$ cat config.mk
export PLATFORM = sky130hd
export DESIGN_NAME = dbg_abs_cmd
export DESIGN_NICKNAME = d
export VERILOG_FILES = /design/src/rtl/dbg_pkg.sv /design/src/rtl/dbg_abs_cmd.sv
export SDC_FILE = /design/constraint.sdc
export NUM_CORES = 1
export LEC_CHECK = 0
export BUFFER_PORTS_ARGS = -buffer_cell sky130_fd_sc_hd__buf_4
export CORE_ASPECT_RATIO = 0.75
export CORE_UTILIZATION = 46
export CTS_CLUSTER_SIZE = 40
export DETAILED_ROUTE_END_ITERATION = 7
export GPL_ROUTABILITY_DRIVEN = 1
export PLACE_DENSITY = 0.89
export SLEW_MARGIN = 10
export SYNTH_ARGS = -nofsm -noshare
export SYNTH_HDL_FRONTEND = slang
export SYNTH_SLANG_ARGS = --single-unit
$ cat constraint.sdc
create_clock -name clk -period 3.3 [get_ports clk]
set_input_delay 0.495 -clock clk [delete_from_list [all_inputs] [get_ports clk]]
set_output_delay 0.495 -clock clk [all_outputs]
set_load 0.02 [all_outputs]
$ cat src/rtl/dbg_pkg.sv
// Shared types, error codes and command-word field positions for the abstract-command engine.
package dbg_pkg;

   typedef enum logic [1:0] {
      IDLE   = 2'd0,
      ACCESS = 2'd1,
      RESP   = 2'd2
   } dbg_state_e;

   typedef enum logic [1:0] {
      KIND_GPR     = 2'd0,
      KIND_CSR     = 2'd1,
      KIND_INVALID = 2'd2
   } regno_kind_e;

   localparam logic [2:0] CMDERR_NONE       = 3'd0;
   localparam logic [2:0] CMDERR_BUSY       = 3'd1;
   localparam logic [2:0] CMDERR_NOTSUP     = 3'd2;
   localparam logic [2:0] CMDERR_EXCEPT     = 3'd3;
   localparam logic [2:0] CMDERR_HALTRESUME = 3'd4;

   localparam int CMD_TYPE_HI  = 31;
   localparam int CMD_TYPE_LO  = 24;
   localparam int CMD_SIZE_HI  = 22;
   localparam int CMD_SIZE_LO  = 20;
   localparam int CMD_POSTINC  = 19;
   localparam int CMD_TRANSFER = 17;
   localparam int CMD_WRITE    = 16;
   localparam int CMD_REGNO_HI = 15;

   // CSR space is 0..csr_limit; GPRs occupy 32 regnos starting at gpr_base.
   function automatic regno_kind_e regno_kind(input logic [15:0] regno,
                                              input logic [15:0] gpr_base,
                                              input logic [15:0] csr_limit);
      regno_kind_e kind;
      logic [16:0] gpr_top;
      gpr_top = {1'b0, gpr_base} + 17'd31;
      kind    = KIND_INVALID;
      if (regno <= csr_limit)
         kind = KIND_CSR;
      else if ((regno >= gpr_base) && ({1'b0, regno} <= gpr_top))
         kind = KIND_GPR;
      return kind;
   endfunction

endpackage

$ cat src/rtl/dbg_abs_cmd.sv
// Abstract Access Register engine driving the core's halted-debug GPR/CSR port; DBG_AUTOINC_EN enables postinc.
// Latency: strobe one cycle after cmd_wr, data0 valid the cycle after, busy clears one cycle later.
// No backpressure: writes while busy are dropped and flagged as cmderr=busy.
module dbg_abs_cmd
   import dbg_pkg::*;
#(
   parameter logic [15:0] GPR_BASE  = 16'h1000,
   parameter logic [15:0] CSR_LIMIT = 16'h0fff
) (
   input  logic        clk,
   input  logic        rstn,
   input  logic        cmd_wr,
   input  logic [31:0] cmd,
   input  logic        data0_wr,
   input  logic [31:0] data0_wdata,
   output logic [31:0] data0,
   output logic        busy,
   output logic [2:0]  cmderr,
   input  logic [2:0]  cmderr_clr,
   output logic [15:0] regno_o,
   input  logic        halted,
   output logic [11:0] dbg_addr,
   output logic [31:0] dbg_wdata,
   output logic        dbg_gpr_rd,
   output logic        dbg_gpr_wr,
   input  logic [31:0] dbg_gpr_out,
   output logic        dbg_csr_rd,
   output logic        dbg_csr_wr,
   input  logic [31:0] dbg_csr_out
);

   dbg_state_e  state;
   logic        write_q;
   logic        is_gpr_q;
`ifdef DBG_AUTOINC_EN
   logic        postinc_q;
`endif

   logic [15:0] cmd_regno;
   logic [15:0] gpr_off;
   regno_kind_e kind;
   logic        fmt_ok;
   logic        accept;
   logic        access_en;
   logic [2:0]  cmderr_nxt;

   assign cmd_regno = cmd[CMD_REGNO_HI:0];
   assign gpr_off   = cmd_regno - GPR_BASE;
   assign kind      = regno_kind(cmd_regno, GPR_BASE, CSR_LIMIT);
   assign fmt_ok    = (cmd[CMD_TYPE_HI:CMD_TYPE_LO] == 8'd0) &&
                      (cmd[CMD_SIZE_HI:CMD_SIZE_LO] == 3'd2);
   assign accept    = (state == IDLE) && cmd_wr && (cmderr == CMDERR_NONE) &&
                      fmt_ok && halted && (kind != KIND_INVALID);

   // Strobes are combinational on halted so a hart leaving debug mid-access sees nothing.
   assign access_en  = (state == ACCESS) && halted;
   assign dbg_gpr_rd = access_en &&  is_gpr_q && !write_q;
   assign dbg_gpr_wr = access_en &&  is_gpr_q &&  write_q;
   assign dbg_csr_rd = access_en && !is_gpr_q && !write_q;
   assign dbg_csr_wr = access_en && !is_gpr_q &&  write_q;
   assign dbg_wdata  = data0;
   assign busy       = (state != IDLE);

   always_comb begin
      cmderr_nxt = cmderr;
      if (!cmd_wr)
         cmderr_nxt = cmderr & ~cmderr_clr;
      if (state == IDLE) begin
         if (cmd_wr && (cmderr == CMDERR_NONE)) begin
            if (!fmt_ok)
               cmderr_nxt = CMDERR_NOTSUP;
            else if (!halted)
               cmderr_nxt = CMDERR_HALTRESUME;
            else if (kind == KIND_INVALID)
               cmderr_nxt = CMDERR_EXCEPT;
         end
      end else begin
         if ((cmd_wr || data0_wr) && (cmderr == CMDERR_NONE))
            cmderr_nxt = CMDERR_BUSY;
         if ((state == ACCESS) && !halted)
            cmderr_nxt = CMDERR_HALTRESUME;
      end
   end

   always_ff @(posedge clk or negedge rstn) begin
      if (!rstn) begin
         state    <= IDLE;
         data0    <= 32'd0;
         cmderr   <= CMDERR_NONE;
         regno_o  <= 16'd0;
         dbg_addr <= 12'd0;
         write_q  <= 1'b0;
         is_gpr_q <= 1'b0;
`ifdef DBG_AUTOINC_EN
         postinc_q <= 1'b0;
`endif
      end else begin
         cmderr <= cmderr_nxt;
         case (state)
            IDLE: begin
               if (data0_wr)
                  data0 <= data0_wdata;
               if (accept) begin
                  regno_o <= cmd_regno;
                  if (cmd[CMD_TRANSFER]) begin
                     write_q  <= cmd[CMD_WRITE];
                     is_gpr_q <= (kind == KIND_GPR);
                     dbg_addr <= (kind == KIND_GPR) ? {7'd0, gpr_off[4:0]} : cmd_regno[11:0];
`ifdef DBG_AUTOINC_EN
                     postinc_q <= cmd[CMD_POSTINC];
`endif
                     state <= ACCESS;
                  end else begin
                     state <= RESP;
                  end
               end
            end
            ACCESS: begin
               if (halted && !write_q)
                  data0 <= is_gpr_q ? dbg_gpr_out : dbg_csr_out;
`ifdef DBG_AUTOINC_EN
               if (halted && postinc_q)
                  regno_o <= regno_o + 16'd1;
`endif
               state <= RESP;
            end
            default: state <= IDLE;
         endcase
      end
   end

`ifdef DBG_AUTOINC_EN
   logic unused_bits;
   assign unused_bits = ^{cmd[23], cmd[18], gpr_off[15:5]};
`else
   logic unused_bits;
   assign unused_bits = ^{cmd[23], cmd[CMD_POSTINC], cmd[18], gpr_off[15:5]};
`endif

endmodule

# Word level (Yosys, flattened, before mapping)
# Cells that the tools add are included.
# totals
regBits,67
in_bits,136
out_inout_bits,100
elab_cells,69
# classes
add_sub_neg,1
order_cmp,3
eq_ne,7
mux,18
bitwise_logic,2
n_reduce_logical,31
# op_table
op,n
$mux 32,3
$pmux 32 s2,1
$mux 3,8
$logic_and 1x1->1,18
$ge 16x13->1 const B,1
$le 16x12->1 const B,1
$le 16x13->1 const B,1
$mux 12,1
$logic_not 8->1,1
$mux 2,4
$ne 2x2->1 const B,3
$reduce_and 3->1,2
$sub 5x1->5 const B,1
$logic_not 2->1,2
$pmux 2 s2,1
$reduce_bool 2->1,2
$and 3x3->3,1
$eq 3x2->1 const B,1
$logic_not 1->1,3
$logic_not 3->1,1
$not 3->3,1
$eq 2x1->1 const B,1
$eq 2x2->1 const B,1
$ne 2x1->1 const B,1
2 further kinds,2

# Longest topological paths before layout
# Gate-level depths: netlist of the first run.
# depth
word_depth,10
ltp_mapped,7
mapped_depth_nobuf,4

# Worst setup path before layout of the first run
# Ideal clock, no wire load.
# synth_timing
kind,input to register
from,input port cmd[9]
to,register dbg_addr[10]
setup_time_ps,125
arrival_ps,2081
required_time_ps,3175
setup_slack_ps,1094
path_stages,6
path_cell_list,nor4_1 -> a21boi_2 -> or4b_1 -> buf_6 -> buf_12 -> mux2_4
# synth_between
elab_chain_len,7
# synth_rtl
element,line_no,rtl
start: declaration,dbg_abs_cmd.sv:13,"input logic [31:0] cmd,"
$ge 16x13->1 / $le 16x13->1 (equally long branches),dbg_pkg.sv:41,"else if ((regno >= gpr_base) && ({1'b0, regno} <= gpr_top))"
$logic_and 1x1->1,dbg_pkg.sv:41,
$mux 2,dbg_pkg.sv:41,
$mux 2 *,dbg_pkg.sv:39,if (regno <= csr_limit)
$ne 2x2->1,dbg_abs_cmd.sv:53,fmt_ok && halted && (kind != KIND_INVALID);
$logic_and 1x1->1,dbg_abs_cmd.sv:53,
$reduce_and 3->1 (no source line),-,
end signal: assignment,dbg_abs_cmd.sv:108,"dbg_addr <= (kind == KIND_GPR) ? {7'd0, gpr_off[4:0]} : cmd_regno[11:0];"
end: declaration,dbg_abs_cmd.sv:22,"output logic [11:0] dbg_addr,"
# Mark *: on every way between the ends. The rest lies on a longest branch, timed or not.
# A chain may end at the register's enable or synchronous reset.

# Final worst setup path of the first run
# layout_timing
from,input port cmd[9]
to,register dbg_addr[8]
# Same word-level chain as after synthesis.

==> impl_metrics.json, run 1 <==
{
  "portBuffers": 232,
  "drive_gt1_share_pct": 49.6,
  "nNetsFinal": 695,
  "synthCells": 368,
  "highest_layer": "met4",
  "ff2ff_path_depth": 4,
  "status": "finished, final reports clean",
  "cts_buffers": 9,
  "seq_area_um2": 1680,
  "multiInputGateArea_um2": 1590,
  "hold_viol": 0,
  "power_leakage_nw": 2.99,
  "p_int_mw": 1.50,
  "cpPeakStageDelay_ns": 0.88,
  "switchingPower_mw": 0.612,
  "setup_viol": 0,
  "numClockSinks": 67,
  "path_cells": "buf_4, nor4_1, a21boi_2, or4b_1, mux2_4",
  "post-route-drc-count": 0,
  "cts_max_level": 3,
  "core_area_um2": 7500,
  "grt-ovfl-total": 0,
  "die-area_um2": 8250,
  "wl_met1_um": 4000,
  "wl_um": 10200,
  "hold_path_class": "input pin to async pin",
  "dieWidth_um": 105,
  "synth_seq_cells": 67,
  "num-fill-cells": 551,
  "cts_hold_buf": 0,
  "tns_ns": 0,
  "slew_violations": 0,
  "dr.first_iter.drc_count": 115,
  "post_cts_buffers": 0,
  "clkLatencyLatePin_ns": 0.33,
  "maxCapViolations": 0,
  "power_frac_seq_pct": 43.7,
  "syn_nets": 504,
  "irDropWorstVdd_mv": 0.306,
  "postCtsResizedCells": 0,
  "dp_hpwl_um": 7790,
  "area_delta_synth_final_pct": 47.9,
  "fp.dieH_um": 78.9,
  "power.density_nw_per_um2": 394,
  "fin_crit_sh_pct": 74.2,
  "grt_first_pass_wirelength_um": 15400,
  "rsz0062_at_grt": "no",
  "route.met3.wl_um": 786,
  "syn_area_um2": 3630,
  "ys_seq_area_share_pct": 46.2,
  "row_count": 27,
  "tightest_slew_ns": 1.15,
  "drt_first_pass_iters": 4,
  "p_clk_share_pct": 31.9,
  "whs_ns": 0.247,
  "start_util_pct": 48.3,
  "worst_setup_path_start_kind": "input pin",
  "ys_warn_count": 0,
  "vias_per_cell": 5.13,
  "endpoint_kind": "flip-flop",
  "critPathMaxFanout": 14,
  "cp_slowest_cell": "or4b_1",
  "pwr-share-comb_pct": 24.4,
  "grt_max_degree": 68,
  "vias": 3413,
  "worstPathRequired_ns": 3.51,
  "gp_congestion": 0.868,
  "root_buffer": "clkbuf_8",
  "syn-mean-instance-area_um2": 9.85,
  "cts_buffer_depth": 2,
  "worstPathArrival_ns": 2.66,
  "post_drt_wl_per_cell_um": 15.3,
  "fin_crit_ns": 2.45,
  "cts_tree": "done",
  "max_freq_ghz": 0.408,
  "grt_pass1_vias": 3247,
  "crit_type": "input pin to flip-flop",
  "p_sw_share_pct": 29.0,
  "synth_cell_types": 35,
  "ioPinCount": 236,
  "clk_pin_slew_ns": 0.08,
  "max-slew-margin-rel_pct": 23.0,
  "n_antenna_cell": 0,
  "grtUsageTotal_pct": 23.9,
  "skew_ns": 0.0116,
  "final_util_pct": 71.5,
  "antenna_found_initial": 0,
  "wl_met2_um": 5190,
  "ant_nets": 0
}
==> stage by stage <==
stage	area, um2	total power, mW	setup slack [ns]	instances
CTS	5360	2.13	0.872	665
floorplan	3630	1.19	1.09	368
global placement	5170	1.44	0.595	649
global route	5360	2.20	0.788	665
finish	5360	2.11	0.850	665
detailed placement	5170	1.45	0.534	649
==> power by group through the flow <==
stage	registers [mW]	clock network (mW)	logic, mW
floorplan	0.985	0	0.209
global placement	0.935	0	0.500
detailed placement	0.938	0	0.515
CTS	0.922	0.693	0.515
global route	0.928	0.726	0.550
finish	0.923	0.672	0.515
==> synth_stat cells <==
library cell,count,area (um2)
and3_1,1,6.26
nand2b_1,3,18.8
inv_1,5,18.8
a21boi_2,1,11.3
or4b_1,1,10.0
mux2_2,17,191
nand3b_1,1,7.51
nor3_1,5,25.0
nor2_1,38,143
mux2i_1,33,330
nor4b_4,2,47.6
nand2_1,33,124
mux2_4,9,135
or3_1,1,6.26
nor3b_1,1,7.51
and2_1,1,6.26
o21ai_0,36,180
nand4_1,2,12.5
nand3_1,4,20.0
nor4_1,5,31.3
a211o_1,1,8.76
nor4b_1,1,8.76
o31ai_1,1,7.51
buf_6,1,11.3
a21o_1,2,15.0
a2bb2oi_1,2,17.5
dfrtp_1,67,1680
clkbuf_1,13,48.8
buf_2,1,5.00
nor2b_1,4,25.0
a21oi_1,36,180
buf_1,6,22.5
buf_12,1,20.0
a31oi_1,1,6.26
buf_4,32,240
==> sequential cells by signal, summed over array words and instances (netlist names) <==
| name | cells |
|---|---|
| write_q | 1 |
| data0 | 32 |
| dbg_addr | 12 |
| state | 2 |
| cmderr | 3 |
| regno_o | 16 |
| is_gpr_q | 1 |
==> cell families (layout without fill, tap and decap cells) <==
family                 count (synthesis)  in the layout  synth area share, %
AND/OR/NAND/NOR                      103            103                 13.8
multiplexers                          59             59                 18.1
buffers and inverters                 59            255                 10.1
flip-flops                            67             67                 46.2
AO/OA/AOI/OAI                         80             80                 11.8
==> worst max-delay path, delay by kind of cell <==
kind | cells | cell delay, ns
buf+inv | 1 | 0.12
mux | 1 | 0.42
simple gates | 2 | 1.40
compound gates | 1 | 0.21
==> placed cells by master, fill, tap and decap left out, drive strengths merged <==
cell / netlist / routed
bufinv: 0 / 1
nand2: 33 / 33
dfrtp: 67 / 67
a21oi: 36 / 36
a21boi: 1 / 1
nor2: 38 / 38
mux2: 26 / 26
and2: 1 / 1
nand4: 2 / 2
a31oi: 1 / 1
nor4b: 3 / 3
o21ai: 36 / 36
nor3: 5 / 5
or4b: 1 / 1
and3: 1 / 1
or3: 1 / 1
nand3: 4 / 4
nand2b: 3 / 3
nor2b: 4 / 4
mux2i: 33 / 33
nand3b: 1 / 1
nor4: 5 / 5
o31ai: 1 / 1
clkbuf: 13 / 12
nor3b: 1 / 1
a2bb2oi: 2 / 2
a21o: 2 / 2
clkinv: 0 / 1
a211o: 1 / 1
buf: 41 / 234
clkinvlp: 0 / 2
inv: 5 / 5
==> metal layers <==
metal  GRT usage [%]  vias to the layer above
met5               0                        -
met1            27.5                     1597
met3            7.47                       21
li1                -                     1618
met4            9.14                        0
met2            42.1                      177
==> worst paths after layout <==
path	endpoint	slack, ns	startpoint
min in group clk	write_q	0.40	cmd[16]
max in group asynchronous	is_gpr_q	2.44	rstn
worst min-delay path	regno_o[7]	0.25	rstn
worst max register to register	dbg_addr[8]	0.86	cmderr[0]
worst max-delay path	dbg_addr[8]	0.85	cmd[9]
worst min register to register	regno_o[15]	0.51	regno_o[15]
==> area by class of cell <==
class	instances	area share [%]
timing repair buffer	234	32.8
sequential	67	31.3
multi-input combinational	242	29.6
clock buffer	12	2.71
tap	101	2.36
clock inverter	4	0.933
inverter	5	0.350
Power figures use the tool's default switching activity.
==> inputs of run 2 (changes only) <==
--- a/config.mk
+++ b/config.mk
@@ -7,11 +7,11 @@
 export LEC_CHECK = 0
 export BUFFER_PORTS_ARGS = -buffer_cell sky130_fd_sc_hd__buf_4
 export CORE_ASPECT_RATIO = 0.75
-export CORE_UTILIZATION = 46
+export CORE_UTILIZATION = 43
 export CTS_CLUSTER_SIZE = 40
 export DETAILED_ROUTE_END_ITERATION = 7
 export GPL_ROUTABILITY_DRIVEN = 1
-export PLACE_DENSITY = 0.89
+export PLACE_DENSITY = 0.84
 export SLEW_MARGIN = 10
 export SYNTH_ARGS = -nofsm -noshare
 export SYNTH_HDL_FRONTEND = slang
==> constraint.sdc (replaced) <==
create_clock -name clk -period 2.4 [get_ports clk]
set_input_delay 0.36 -clock clk [delete_from_list [all_inputs] [get_ports clk]]
set_output_delay 0.36 -clock clk [all_outputs]
set_load 0.02 [all_outputs]
==> run 2 against run 1 <==
  * Die area increased by 6.8%
  * Final cell count grew 1.4%
  * Worst hold slack got worse by 0.14 ns
  * Clock-buffer cell count decreased by 3
  * Clock power grew 56%
==> impl_metrics.json, run 2 (synthesis gave the netlist of run 1 again) <==
{
  "clk_pin_slew_ns": 0.08,
  "worst_setup_path_start_kind": "flip-flop",
  "wl_um": 10000,
  "largest_reg_flops": 32,
  "cts_tree": "done",
  "ioPinCount": 236,
  "grt_first_pass_wirelength_um": 15100,
  "mostFrequentLayoutCell": "buf_4",
  "numClockSinks": 67,
  "dieWidth_um": 108,
  "cp_slowest_cell": "or4b_1",
  "crit_family": "simple AND/OR/NAND/NOR gates",
  "cpPeakStageDelay_ns": 0.51,
  "area_delta_synth_final_pct": 50.2,
  "cts_hold_buf": 0,
  "placed_area_um2": 5220,
  "core_area_um2": 8020,
  "start_util_pct": 45.2,
  "regToRegSetupSlack_ns": 0.32,
  "crit_path_end": "dbg_addr[2]",
  "skew_ns": 0.0116,
  "maxCapViolations": 0,
  "dr.first_iter.drc_count": 131,
  "nNetsFinal": 700,
  "max_freq_ghz": 0.481,
  "critPathMaxFanout": 14,
  "cts_buffer_depth": 2,
  "setup_viol": 0,
  "grt_max_degree": 68,
  "tightest_slew_ns": 0.836,
  "hold_viol": 0,
  "ant_nets": 0,
  "rsz0062_at_grt": "no",
  "drt_first_pass_iters": 4,
  "layout_common_cells": "buf_4 (238), dfrtp_1 (66), nor2_1 (38)",
  "grt-ovfl-total": 0,
  "ff2ff_path_depth": 5,
  "post_drt_wl_per_cell_um": 14.8,
  "dp_hpwl_um": 7690,
  "critPathLaunch": "cmderr[0]",
  "post-route-drc-count": 0,
  "reg2reg_from": "cmderr[0]",
  "r2r_end": "dbg_addr[2]",
  "fp.dieH_um": 81.5,
  "die-area_um2": 8810,
  "crit_cells": 5,
  "irDropWorstVdd_mv": 0.425,
  "worstPathRequired_ns": 2.62,
  "fin_crit_sh_pct": 86.6,
  "max-slew-margin-rel_pct": 44.3,
  "num-fill-cells": 610,
  "reg_top3": "data0 x32, regno_o x16, dbg_addr x12",
  "worstPathArrival_ns": 2.30,
  "portBuffers": 232,
  "path_cells": "nor4b_4, nand4_1, or4b_1, buf_4, mux2_4",
  "design_area_um2": 5450,
  "grt_pass1_vias": 3121,
  "fin_crit_ns": 2.08,
  "n_antenna_cell": 0,
  "grtUsageTotal_pct": 22.3,
  "clkLatencyLatePin_ns": 0.34,
  "status": "finished, final reports clean",
  "power_leakage_nw": 3.04,
  "power.density_nw_per_um2": 555,
  "vias_per_cell": 4.97,
  "gp_congestion": 0.893,
  "crit_type": "flip-flop to flip-flop",
  "row_count": 28,
  "root_buffer": "clkbuf_8",
  "cts_max_level": 3,
  "critPathBufInv": 1,
  "antenna_found_initial": 0,
  "hold_path_class": "input pin to async pin",
  "endpoint_kind": "flip-flop",
  "cts_buffers": 9,
  "tns_ns": 0,
  "regMostFlops": "data0",
  "slew_violations": 0,
  "postCtsResizedCells": 0,
  "drive_gt1_share_pct": 50.4,
  "post_cts_buffers": 0,
  "vias": 3347
}
## run 2: cell types whose count changed in the layout (fill, tap and decap cells not counted), sizes merged
cell / before / now
buf: 234 / 239
bufinv: 1 / 2
clkbuf: 12 / 9
clkinv: 1 / 4
clkinvlp: 2 / 0
inv: 5 / 6
## run 2: power by group
| group | leakage, nW | switching (mW) | total [mW] | internal (mW) |
|---|---|---|---|---|
| Combinational | 2.06 | 0.346 | 0.711 | 0.365 |
| Sequential | 0.870 | 0.0728 | 1.27 | 1.19 |
| Clock | 0.114 | 0.454 | 1.05 | 0.592 |
| Total | 3.04 | 0.872 | 3.02 | 2.15 |
## run 2: cell type report
type | count | area (um2) | share of cell area (%)
clock buffer | 9 | 124 | 2.27
clock inverter | 7 | 100 | 1.84
inverter | 5 | 18.8 | 0.345
multi-input combinational | 242 | 1590 | 29.1
sequential | 67 | 1680 | 30.8
tap | 105 | 131 | 2.41
timing repair buffer | 239 | 1810 | 33.2
## run 2: worst min-delay path by stage
stage,start,end,slack [ns],cells after the start
floorplan,rstn,cmderr[0],0.06,0
global placement,regno_o[14],regno_o[14],0.48,1
detailed placement,regno_o[13],regno_o[13],0.49,1
CTS,rstn,regno_o[4],0.13,1
global route,rstn,regno_o[3],0.16,1
finish,rstn,regno_o[3],0.11,1
## run 2: per-stage QoR
stage	cells	utilization (%)	hold slack [ns]	setup slack [ns]	power, mW
global route	674	67.9	0.159	0.239	3.16
finish	674	67.9	0.106	0.322	3.02
CTS	674	67.9	0.130	0.323	3.06
floorplan	368	-	0.0644	0.200	1.64
detailed placement	658	65.1	0.488	0.190	2.00
global placement	658	65.1	0.485	0.184	1.98
## run 2: per-layer routing
metal	global-route usage, %	vias to the layer above	routed length [um]
li1	-	1631	-
met1	26.8	1575	4000
met2	39.2	135	5110
met3	5.87	6	813
met4	6.99	0	74
met5	0	-	0
